$ cat src/rtl/alu_pkg.sv
// Shared opcode, FSM-state and command-format definitions for the ALU command issuer.
// Imported by the FIFO and the top so both agree on the packed {op,b,a} layout.
package alu_pkg;

  localparam logic [1:0] OP_ADD = 2'b00;
  localparam logic [1:0] OP_SUB = 2'b01;
  localparam logic [1:0] OP_MUL = 2'b10;
  localparam logic [1:0] OP_DIV = 2'b11;

  localparam logic [11:0] DIV0_RESULT = 12'hFFF;
  localparam int          CMD_W       = 14;

  typedef enum logic [1:0] {
    S_IDLE    = 2'd0,
    S_DRIVE   = 2'd1,
    S_CAPTURE = 2'd2,
    S_HOLD    = 2'd3
  } state_e;

  typedef struct packed {
    logic [1:0] op;
    logic [5:0] b;
    logic [5:0] a;
  } cmd_t;

  function automatic logic is_div0(input cmd_t cmd);
    return (cmd.op == OP_DIV) && (cmd.b == 6'd0);
  endfunction

endpackage

$ cat src/rtl/alu_cmd_issuer_if.sv
// Command and response channels of the ALU command issuer.
// The issuer itself is the slave; whoever feeds commands and drains responses is the master.
interface alu_cmd_issuer_if;

  logic        cmd_valid;
  logic        cmd_ready;
  logic [5:0]  cmd_a;
  logic [5:0]  cmd_b;
  logic [1:0]  cmd_op;

  logic        rsp_valid;
  logic        rsp_ready;
  logic [11:0] rsp_c;
  logic        rsp_ovf;
  logic        rsp_err;

  modport master (
    output cmd_valid, cmd_a, cmd_b, cmd_op, rsp_ready,
    input  cmd_ready, rsp_valid, rsp_c, rsp_ovf, rsp_err
  );

  modport slave (
    input  cmd_valid, cmd_a, cmd_b, cmd_op, rsp_ready,
    output cmd_ready, rsp_valid, rsp_c, rsp_ovf, rsp_err
  );

endinterface

$ cat src/rtl/alu_cmd_fifo.sv
// Synchronous FIFO holding queued ALU commands; pointers carry one extra wrap bit
// so full and empty are distinguishable without a separate counter.
module alu_cmd_fifo
  import alu_pkg::*;
#(
  parameter int WIDTH = CMD_W,
  parameter int DEPTH = 4
) (
  input  logic             clk,
  input  logic             rst_n,
  input  logic             push,
  input  logic [WIDTH-1:0] din,
  output logic             full,
  input  logic             pop,
  output logic [WIDTH-1:0] dout,
  output logic             empty
);

  localparam int            AW      = $clog2(DEPTH);
  localparam logic [AW:0]   PTR_ONE = {{AW{1'b0}}, 1'b1};

  logic [WIDTH-1:0] mem_q [DEPTH];
  logic [WIDTH-1:0] mem_d [DEPTH];
  logic [AW:0]      wr_ptr_q, wr_ptr_d;
  logic [AW:0]      rd_ptr_q, rd_ptr_d;
  logic             push_ok;
  logic             pop_ok;

  assign empty   = (wr_ptr_q == rd_ptr_q);
  assign full    = (wr_ptr_q[AW] != rd_ptr_q[AW]) &&
                   (wr_ptr_q[AW-1:0] == rd_ptr_q[AW-1:0]);
  assign push_ok = push && !full;
  assign pop_ok  = pop && !empty;
  assign dout    = mem_q[rd_ptr_q[AW-1:0]];

  always_comb begin
    mem_d    = mem_q;
    wr_ptr_d = wr_ptr_q;
    rd_ptr_d = rd_ptr_q;
    if (push_ok) begin
      mem_d[wr_ptr_q[AW-1:0]] = din;
      wr_ptr_d                = wr_ptr_q + PTR_ONE;
    end
    if (pop_ok) begin
      rd_ptr_d = rd_ptr_q + PTR_ONE;
    end
  end

  always_ff @(posedge clk or negedge rst_n) begin
    if (!rst_n) begin
      wr_ptr_q <= '0;
      rd_ptr_q <= '0;
      for (int i = 0; i < DEPTH; i++) begin
        mem_q[i] <= '0;
      end
    end else begin
      wr_ptr_q <= wr_ptr_d;
      rd_ptr_q <= rd_ptr_d;
      mem_q    <= mem_d;
    end
  end

endmodule

$ cat src/rtl/alu_cmd_issuer.sv
// Issues buffered commands to a combinational 6-bit ALU one at a time and returns
// results in order; divide-by-zero is answered locally without touching the ALU.
module alu_cmd_issuer
  import alu_pkg::*;
#(
  parameter int DEPTH = 4,
  parameter int CNT_W = 8
) (
  input  logic              clk,
  input  logic              rst_n,
  alu_cmd_issuer_if.slave   bus,
  output logic [5:0]        alu_a,
  output logic [5:0]        alu_b,
  output logic [1:0]        alu_op,
  input  logic [11:0]       alu_c,
  input  logic              alu_ovf,
  output logic [CNT_W-1:0]  ovf_count
);

  localparam logic [CNT_W-1:0] CNT_ONE = {{(CNT_W-1){1'b0}}, 1'b1};
  localparam logic [CNT_W-1:0] CNT_MAX = '1;

  state_e            state_q, state_d;
  logic [5:0]        alu_a_q, alu_a_d;
  logic [5:0]        alu_b_q, alu_b_d;
  logic [1:0]        alu_op_q, alu_op_d;
  logic              rsp_valid_q, rsp_valid_d;
  logic [11:0]       rsp_c_q, rsp_c_d;
  logic              rsp_ovf_q, rsp_ovf_d;
  logic              rsp_err_q, rsp_err_d;
  logic [CNT_W-1:0]  cnt_q, cnt_d;

  logic              fifo_full;
  logic              fifo_empty;
  logic [CMD_W-1:0]  fifo_dout;
  logic              pop;
  logic              hs;
  logic              head_div0;
  cmd_t              head;

  alu_cmd_fifo #(
    .WIDTH (CMD_W),
    .DEPTH (DEPTH)
  ) u_fifo (
    .clk   (clk),
    .rst_n (rst_n),
    .push  (bus.cmd_valid),
    .din   ({bus.cmd_op, bus.cmd_b, bus.cmd_a}),
    .full  (fifo_full),
    .pop   (pop),
    .dout  (fifo_dout),
    .empty (fifo_empty)
  );

  assign head      = cmd_t'(fifo_dout);
  assign head_div0 = is_div0(head);
  assign hs        = rsp_valid_q && bus.rsp_ready;
  // A completed handshake in HOLD frees the slot just like IDLE does.
  assign pop       = !fifo_empty &&
                     ((state_q == S_IDLE) || ((state_q == S_HOLD) && hs));

  always_ff @(posedge clk or negedge rst_n) begin
    if (!rst_n) begin
      state_q <= S_IDLE;
    end else begin
      state_q <= state_d;
    end
  end

  always_comb begin
    state_d = state_q;
    case (state_q)
      S_IDLE:    if (pop) state_d = head_div0 ? S_HOLD : S_DRIVE;
      S_DRIVE:   state_d = S_CAPTURE;
      S_CAPTURE: state_d = S_HOLD;
      S_HOLD: begin
        if (hs) begin
          if (pop) state_d = head_div0 ? S_HOLD : S_DRIVE;
          else     state_d = S_IDLE;
        end
      end
      default:   state_d = S_IDLE;
    endcase
  end

  always_comb begin
    alu_a_d     = alu_a_q;
    alu_b_d     = alu_b_q;
    alu_op_d    = alu_op_q;
    rsp_valid_d = rsp_valid_q;
    rsp_c_d     = rsp_c_q;
    rsp_ovf_d   = rsp_ovf_q;
    rsp_err_d   = rsp_err_q;
    cnt_d       = cnt_q;

    if (hs) begin
      rsp_valid_d = 1'b0;
      if (rsp_ovf_q && (cnt_q != CNT_MAX)) cnt_d = cnt_q + CNT_ONE;
    end

    if (pop) begin
      if (head_div0) begin
        rsp_c_d     = DIV0_RESULT;
        rsp_ovf_d   = 1'b0;
        rsp_err_d   = 1'b1;
        rsp_valid_d = 1'b1;
      end else begin
        alu_a_d  = head.a;
        alu_b_d  = head.b;
        alu_op_d = head.op;
      end
    end

    if (state_q == S_CAPTURE) begin
      rsp_c_d     = alu_c;
      rsp_ovf_d   = alu_ovf;
      rsp_err_d   = 1'b0;
      rsp_valid_d = 1'b1;
    end
  end

  always_ff @(posedge clk or negedge rst_n) begin
    if (!rst_n) begin
      alu_a_q     <= '0;
      alu_b_q     <= '0;
      alu_op_q    <= '0;
      rsp_valid_q <= 1'b0;
      rsp_c_q     <= '0;
      rsp_ovf_q   <= 1'b0;
      rsp_err_q   <= 1'b0;
      cnt_q       <= '0;
    end else begin
      alu_a_q     <= alu_a_d;
      alu_b_q     <= alu_b_d;
      alu_op_q    <= alu_op_d;
      rsp_valid_q <= rsp_valid_d;
      rsp_c_q     <= rsp_c_d;
      rsp_ovf_q   <= rsp_ovf_d;
      rsp_err_q   <= rsp_err_d;
      cnt_q       <= cnt_d;
    end
  end

  assign bus.cmd_ready = !fifo_full;
  assign bus.rsp_valid = rsp_valid_q;
  assign bus.rsp_c     = rsp_c_q;
  assign bus.rsp_ovf   = rsp_ovf_q;
  assign bus.rsp_err   = rsp_err_q;
  assign alu_a         = alu_a_q;
  assign alu_b         = alu_b_q;
  assign alu_op        = alu_op_q;
  assign ovf_count     = cnt_q;

endmodule

$ cat src/flat_wrapper.sv
// flat-port wrapper written by rule: the top's interface ports become plain ports
module alu_cmd_issuer_flat import alu_pkg::*;
#(
  parameter int DEPTH = 4,
  parameter int CNT_W = 8
)
  (clk, rst_n, alu_a, alu_b, alu_op, alu_c, alu_ovf, ovf_count, bus_cmd_valid, bus_cmd_a, bus_cmd_b, bus_cmd_op, bus_rsp_ready, bus_cmd_ready, bus_rsp_valid, bus_rsp_c, bus_rsp_ovf, bus_rsp_err);
  alu_cmd_issuer_if bus_i ();
  input  logic clk;
  input  logic rst_n;
  output logic [5:0] alu_a;
  output logic [5:0] alu_b;
  output logic [1:0] alu_op;
  input  logic [11:0] alu_c;
  input  logic alu_ovf;
  output logic [CNT_W-1:0] ovf_count;
  input wire logic [$bits(bus_i.cmd_valid)-1:0] bus_cmd_valid;
  input wire logic [$bits(bus_i.cmd_a)-1:0] bus_cmd_a;
  input wire logic [$bits(bus_i.cmd_b)-1:0] bus_cmd_b;
  input wire logic [$bits(bus_i.cmd_op)-1:0] bus_cmd_op;
  input wire logic [$bits(bus_i.rsp_ready)-1:0] bus_rsp_ready;
  output wire logic [$bits(bus_i.cmd_ready)-1:0] bus_cmd_ready;
  output wire logic [$bits(bus_i.rsp_valid)-1:0] bus_rsp_valid;
  output wire logic [$bits(bus_i.rsp_c)-1:0] bus_rsp_c;
  output wire logic [$bits(bus_i.rsp_ovf)-1:0] bus_rsp_ovf;
  output wire logic [$bits(bus_i.rsp_err)-1:0] bus_rsp_err;
  assign bus_i.cmd_valid = bus_cmd_valid;
  assign bus_i.cmd_a = bus_cmd_a;
  assign bus_i.cmd_b = bus_cmd_b;
  assign bus_i.cmd_op = bus_cmd_op;
  assign bus_i.rsp_ready = bus_rsp_ready;
  assign bus_cmd_ready = bus_i.cmd_ready;
  assign bus_rsp_valid = bus_i.rsp_valid;
  assign bus_rsp_c = bus_i.rsp_c;
  assign bus_rsp_ovf = bus_i.rsp_ovf;
  assign bus_rsp_err = bus_i.rsp_err;
  alu_cmd_issuer #(.DEPTH(DEPTH), .CNT_W(CNT_W)) u_core (.clk(clk), .rst_n(rst_n), .bus(bus_i), .alu_a(alu_a), .alu_b(alu_b), .alu_op(alu_op), .alu_c(alu_c), .alu_ovf(alu_ovf), .ovf_count(ovf_count));
endmodule
$ cat config.mk
export PLATFORM = sky130hd
export DESIGN_NAME = alu_cmd_issuer_flat
export DESIGN_NICKNAME = d
export VERILOG_FILES = /design/src/rtl/alu_pkg.sv /design/src/rtl/alu_cmd_issuer_if.sv /design/src/rtl/alu_cmd_fifo.sv /design/src/rtl/alu_cmd_issuer.sv /design/src/flat_wrapper.sv
export SDC_FILE = /design/constraint.sdc
export NUM_CORES = 1
export LEC_CHECK = 0
export CAP_MARGIN = 40
export CORE_UTILIZATION = 60
export CTS_BUF_LIST = sky130_fd_sc_hd__clkbuf_2
export CTS_CLUSTER_SIZE = 25
export DETAILED_ROUTE_END_ITERATION = 8
export HOLD_SLACK_MARGIN = 0.08
export PLACE_DENSITY = 0.86
export SETUP_SLACK_MARGIN = 0.05
export SYNTH_ARGS = -nofsm -noshare
export SYNTH_HDL_FRONTEND = slang
export SYNTH_SLANG_ARGS = --single-unit
$ cat constraint.sdc
create_clock -name clk -period 6.01 [get_ports clk]
set_clock_uncertainty 0.1 [all_clocks]
set_input_delay 1.202 -clock clk [delete_from_list [all_inputs] [get_ports clk]]
set_output_delay 1.202 -clock clk [all_outputs]
set_load 0.005 [all_outputs]
==> impl_metrics.csv <==
group,metric,value,unit
synth,post-synth-top-count-cell,"dfrtp_1",
placed_design,io_buffers,68,
global_route,grt_pass1_vias,2738,
drt,dr.pass1.iters,4,
setup_path,critPathMaxFanout,18,
synth,synthTopCellsByCount,"dfrtp_1 (101), mux2_2 (48), nor2_1 (28)",
layout,utilization,75.6,%
cts,holdBufCountCts,0,
hold_path,hold_depth,1,
setup_path,r2r_cells,4,
cts,cts_tree,"done",
synth,ys_ff_latch,101,
outcome,status,"finished clean",
hold_path,hold_path_class,"reg -> reg",
cts,cts_buffers,9,
power_and_ir_drop,p_per_area,500,mW/mm²
hold_path,worstHoldStart,"u_core.ovf_count[6]$_DFFE_PN0P_",
timing,hold_ws,0.414,ns
layout,num_antenna_cells,0,
power_and_ir_drop,p_int,1.77,mW
drt,drc,0,
power_and_ir_drop,seqPwrFrac,45.9,%
power_and_ir_drop,p_leak,2.24,nW
floorplan,placementRows,30,
power_and_ir_drop,switching_power,868,µW
power_and_ir_drop,peakVddDrop,0.000277,V
synth,yosysTopAreaCellShare,57.0,%
timing,max_freq,273,MHz
synth,yosysTopAreaCell,"dfrtp_1",
floorplan,die_y,87.9,µm
layout,stdcell_count,481,
cts,clk_latency,0.54,ns
timing,report.final.hold_viol_count,0,
floorplan,die_width,87.9,µm
synth,synth_warnings,0,
setup_path,rr_endpoint,"u_core.bus.rsp_ovf$_DFFE_PN0P_",
cts,cts_buffer_depth,2,
timing,tns,0,ns
placed_design,dp_hpwl,5.78,mm
global_route,globalRouteOverflowTotal,0,
drt,vias_per_cell,5.59,
timing,worstMarginPinSlew,0.878,ns
setup_path,cp.arrival,2.36,ns
synth,synth_ff_type,"dfrtp_1",
setup_path,critPathLaunchType,"flop",
placed_design,dpl_cell_area,0.00519,mm²
drt,routed_wirelength,8.29,mm
floorplan,top_level_ports,69,
placed_design,dp_cells,465,
setup_path,crit_path_end_kind,"output pin",
synth,synth.area.top_cells,"dfrtp_1 (57%), mux2_2 (12%), mux4_2 (7.1%), mux2_4 (3.4%), mux2_1 (3.3%)",
setup_path,crit_required,4.71,ns
synth,synth-edff-count,0,
synth,async_flop_share,100,%
timing,slew_headroom,41.5,%
timing,fin_crit_sh,61.0,%
cts,cts_root_buf,"clkbuf_2",
cts,path_clk_slew,0.25,ns
layout,syn_to_final_growth,19.1,%
power_and_ir_drop,total_power,2.64,mW
global_route,grt_max_degree,64,
setup_path,reg2reg_from,"u_core.u_fifo.rd_ptr_q[1]$_DFFE_PN0P_",
cts,cts_max_level,3,
drt,drt.antenna.violating_nets,0,
drt,routedWlPerCell,17.2,µm
flow_run,drv_cap,0,
global_route,track_usage,23.9,%
synth,syn-instance-count,310,
setup_path,reg2reg_setup_slack,3.08,ns
timing,fin_ws,2.34,ns
timing,rsz0062_at_grt,"false",
cts,cts_sinks,101,
setup_path,critical_path_class,"reg -> out",
floorplan,fp.coreArea,0.00698,mm²
timing,setup_viol,0,
global_route,antenna_found_initial,0,
synth,syn_nets,347,
layout,nets,417,
floorplan,initial_utilization,63.5,%
cts,post_cts_buffers,0,
power_and_ir_drop,power_frac_comb,43.7,%
synth,syn_area,0.00443,mm²
power_and_ir_drop,p_clk_share,10.4,%
synth,ys_seq_area_share,57.0,%
synth,syn_avg_cell_area,14.3,µm²
drt,vias,2689,
layout,fin_area,0.00528,mm²
power_and_ir_drop,switching_share,32.9,%
hold_path,whs_endpoint,"u_core.ovf_count[6]$_DFFE_PN0P_",
floorplan,die_area,0.00773,mm²
placed_design,dp_slack,2.69,ns
placed_design,place_congestion,0.716,
timing,slew_viol_final,0,
synth,yosys.cell_types.count,31,
drt,drt_iter0_markers,139,
cts,cts_resized,0,
timing,layout_min_cycle_time,3.67,ns
layout,drive_above_1_share,24.7,%
global_route,grt_pass1_wl,13.5,mm
state kept, by name, indices dropped and copies added (netlist names):
signal and cells:
u_core.ovf_count 8, u_core.u_fifo.wr_ptr_q 3, u_core.alu_b 6, u_core.bus.rsp_ovf 1, u_core.state_q 2, u_core.bus.rsp_valid 1
u_core.u_fifo.rd_ptr_q 3, u_core.alu_op 2, u_core.alu_a 6, u_core.bus.rsp_err 1, u_core.u_fifo.mem_q 56, u_core.bus.rsp_c 12
cells in the final DEF (no fill, tap or decap), types with 2 or more instances in the layout:
master | synthesis | layout
a21oi_1 | 14 | 14
buf_4 | 0 | 4
clkbuf_2 | 0 | 10
clkdlybuf4s50_1 | 0 | 67
clkinvlp_4 | 0 | 3
dfrtp_1 | 101 | 101
ha_1 | 6 | 6
inv_1 | 5 | 5
mux2_1 | 13 | 13
mux2_2 | 48 | 48
mux2_4 | 10 | 10
mux4_2 | 14 | 14
nand2_1 | 12 | 12
nand2b_1 | 2 | 2
nand3_1 | 8 | 8
nor2_1 | 28 | 28
nor3_1 | 4 | 4
o21ai_0 | 3 | 3
xnor2_1 | 9 | 9
xor2_1 | 8 | 8
power by group through the flow:
stage / registers (mW) / clock network, mW / logic [mW]
after floorplan: 1.16 / 0 / 0.796
after CTS: 1.21 / 0.280 / 1.17
after global placement: 1.20 / 0 / 1.11
after global routing: 1.24 / 0.303 / 1.26
final: 1.21 / 0.273 / 1.15
after detailed placement: 1.22 / 0 / 1.17
kinds of logic after synthesis:
group                    share of synthesized area, %
AO/OA/AOI/OAI                                    3.13
AND/OR/NAND/NOR                                  6.52
XOR/XNOR                                         3.36
flip-flops                                       57.0
buffers and inverters                            2.26
adder cells (fa/ha/maj)                          1.69
multiplexers                                     26.0
area by class of cell:
type | count | area (µm²)
Timing Repair Buffer | 72 | 716
Sequential cell | 101 | 2530
Clock buffer | 10 | 50.0
Multi-Input combinational cell | 191 | 1800
Fill cell | 446 | 1710
Tap cell | 96 | 120
Clock inverter | 6 | 40.0
Inverter | 5 | 18.8
worst max-delay path by stage:
stage,depth (start not counted),start,to,slack [ns]
6_report,3,u_core.u_fifo.rd_ptr_q[1]$_DFFE_PN0P_,bus_cmd_ready,2.34
5_1_grt,3,u_core.u_fifo.rd_ptr_q[1]$_DFFE_PN0P_,bus_cmd_ready,2.24
4_1_cts,3,u_core.u_fifo.rd_ptr_q[1]$_DFFE_PN0P_,bus_cmd_ready,2.32
3_5_place_dp,6,bus_rsp_ready,u_core.alu_op[1]$_DFFE_PN0P_,2.69
3_3_place_gp,5,bus_rsp_ready,u_core.alu_a[5]$_DFFE_PN0P_,2.49
2_1_floorplan,5,bus_rsp_ready,u_core.alu_a[1]$_DFFE_PN0P_,3.50
worst max-delay path: stages (launching register included):
cell and delay (ns):
dfrtp_1 0.97, xnor2_1 0.20, nand3_1 0.12, clkdlybuf4s50_1 0.52
layer usage:
layer	global-route usage [%]	vias up	wire [µm]
met5	0	-	0
met4	6.71	0	87
met3	5.56	7	432
met2	41.5	78	4180
met1	30.2	1361	3590
li1	-	1243	-
No activity file was read; power rests on OpenSTA's default activity.
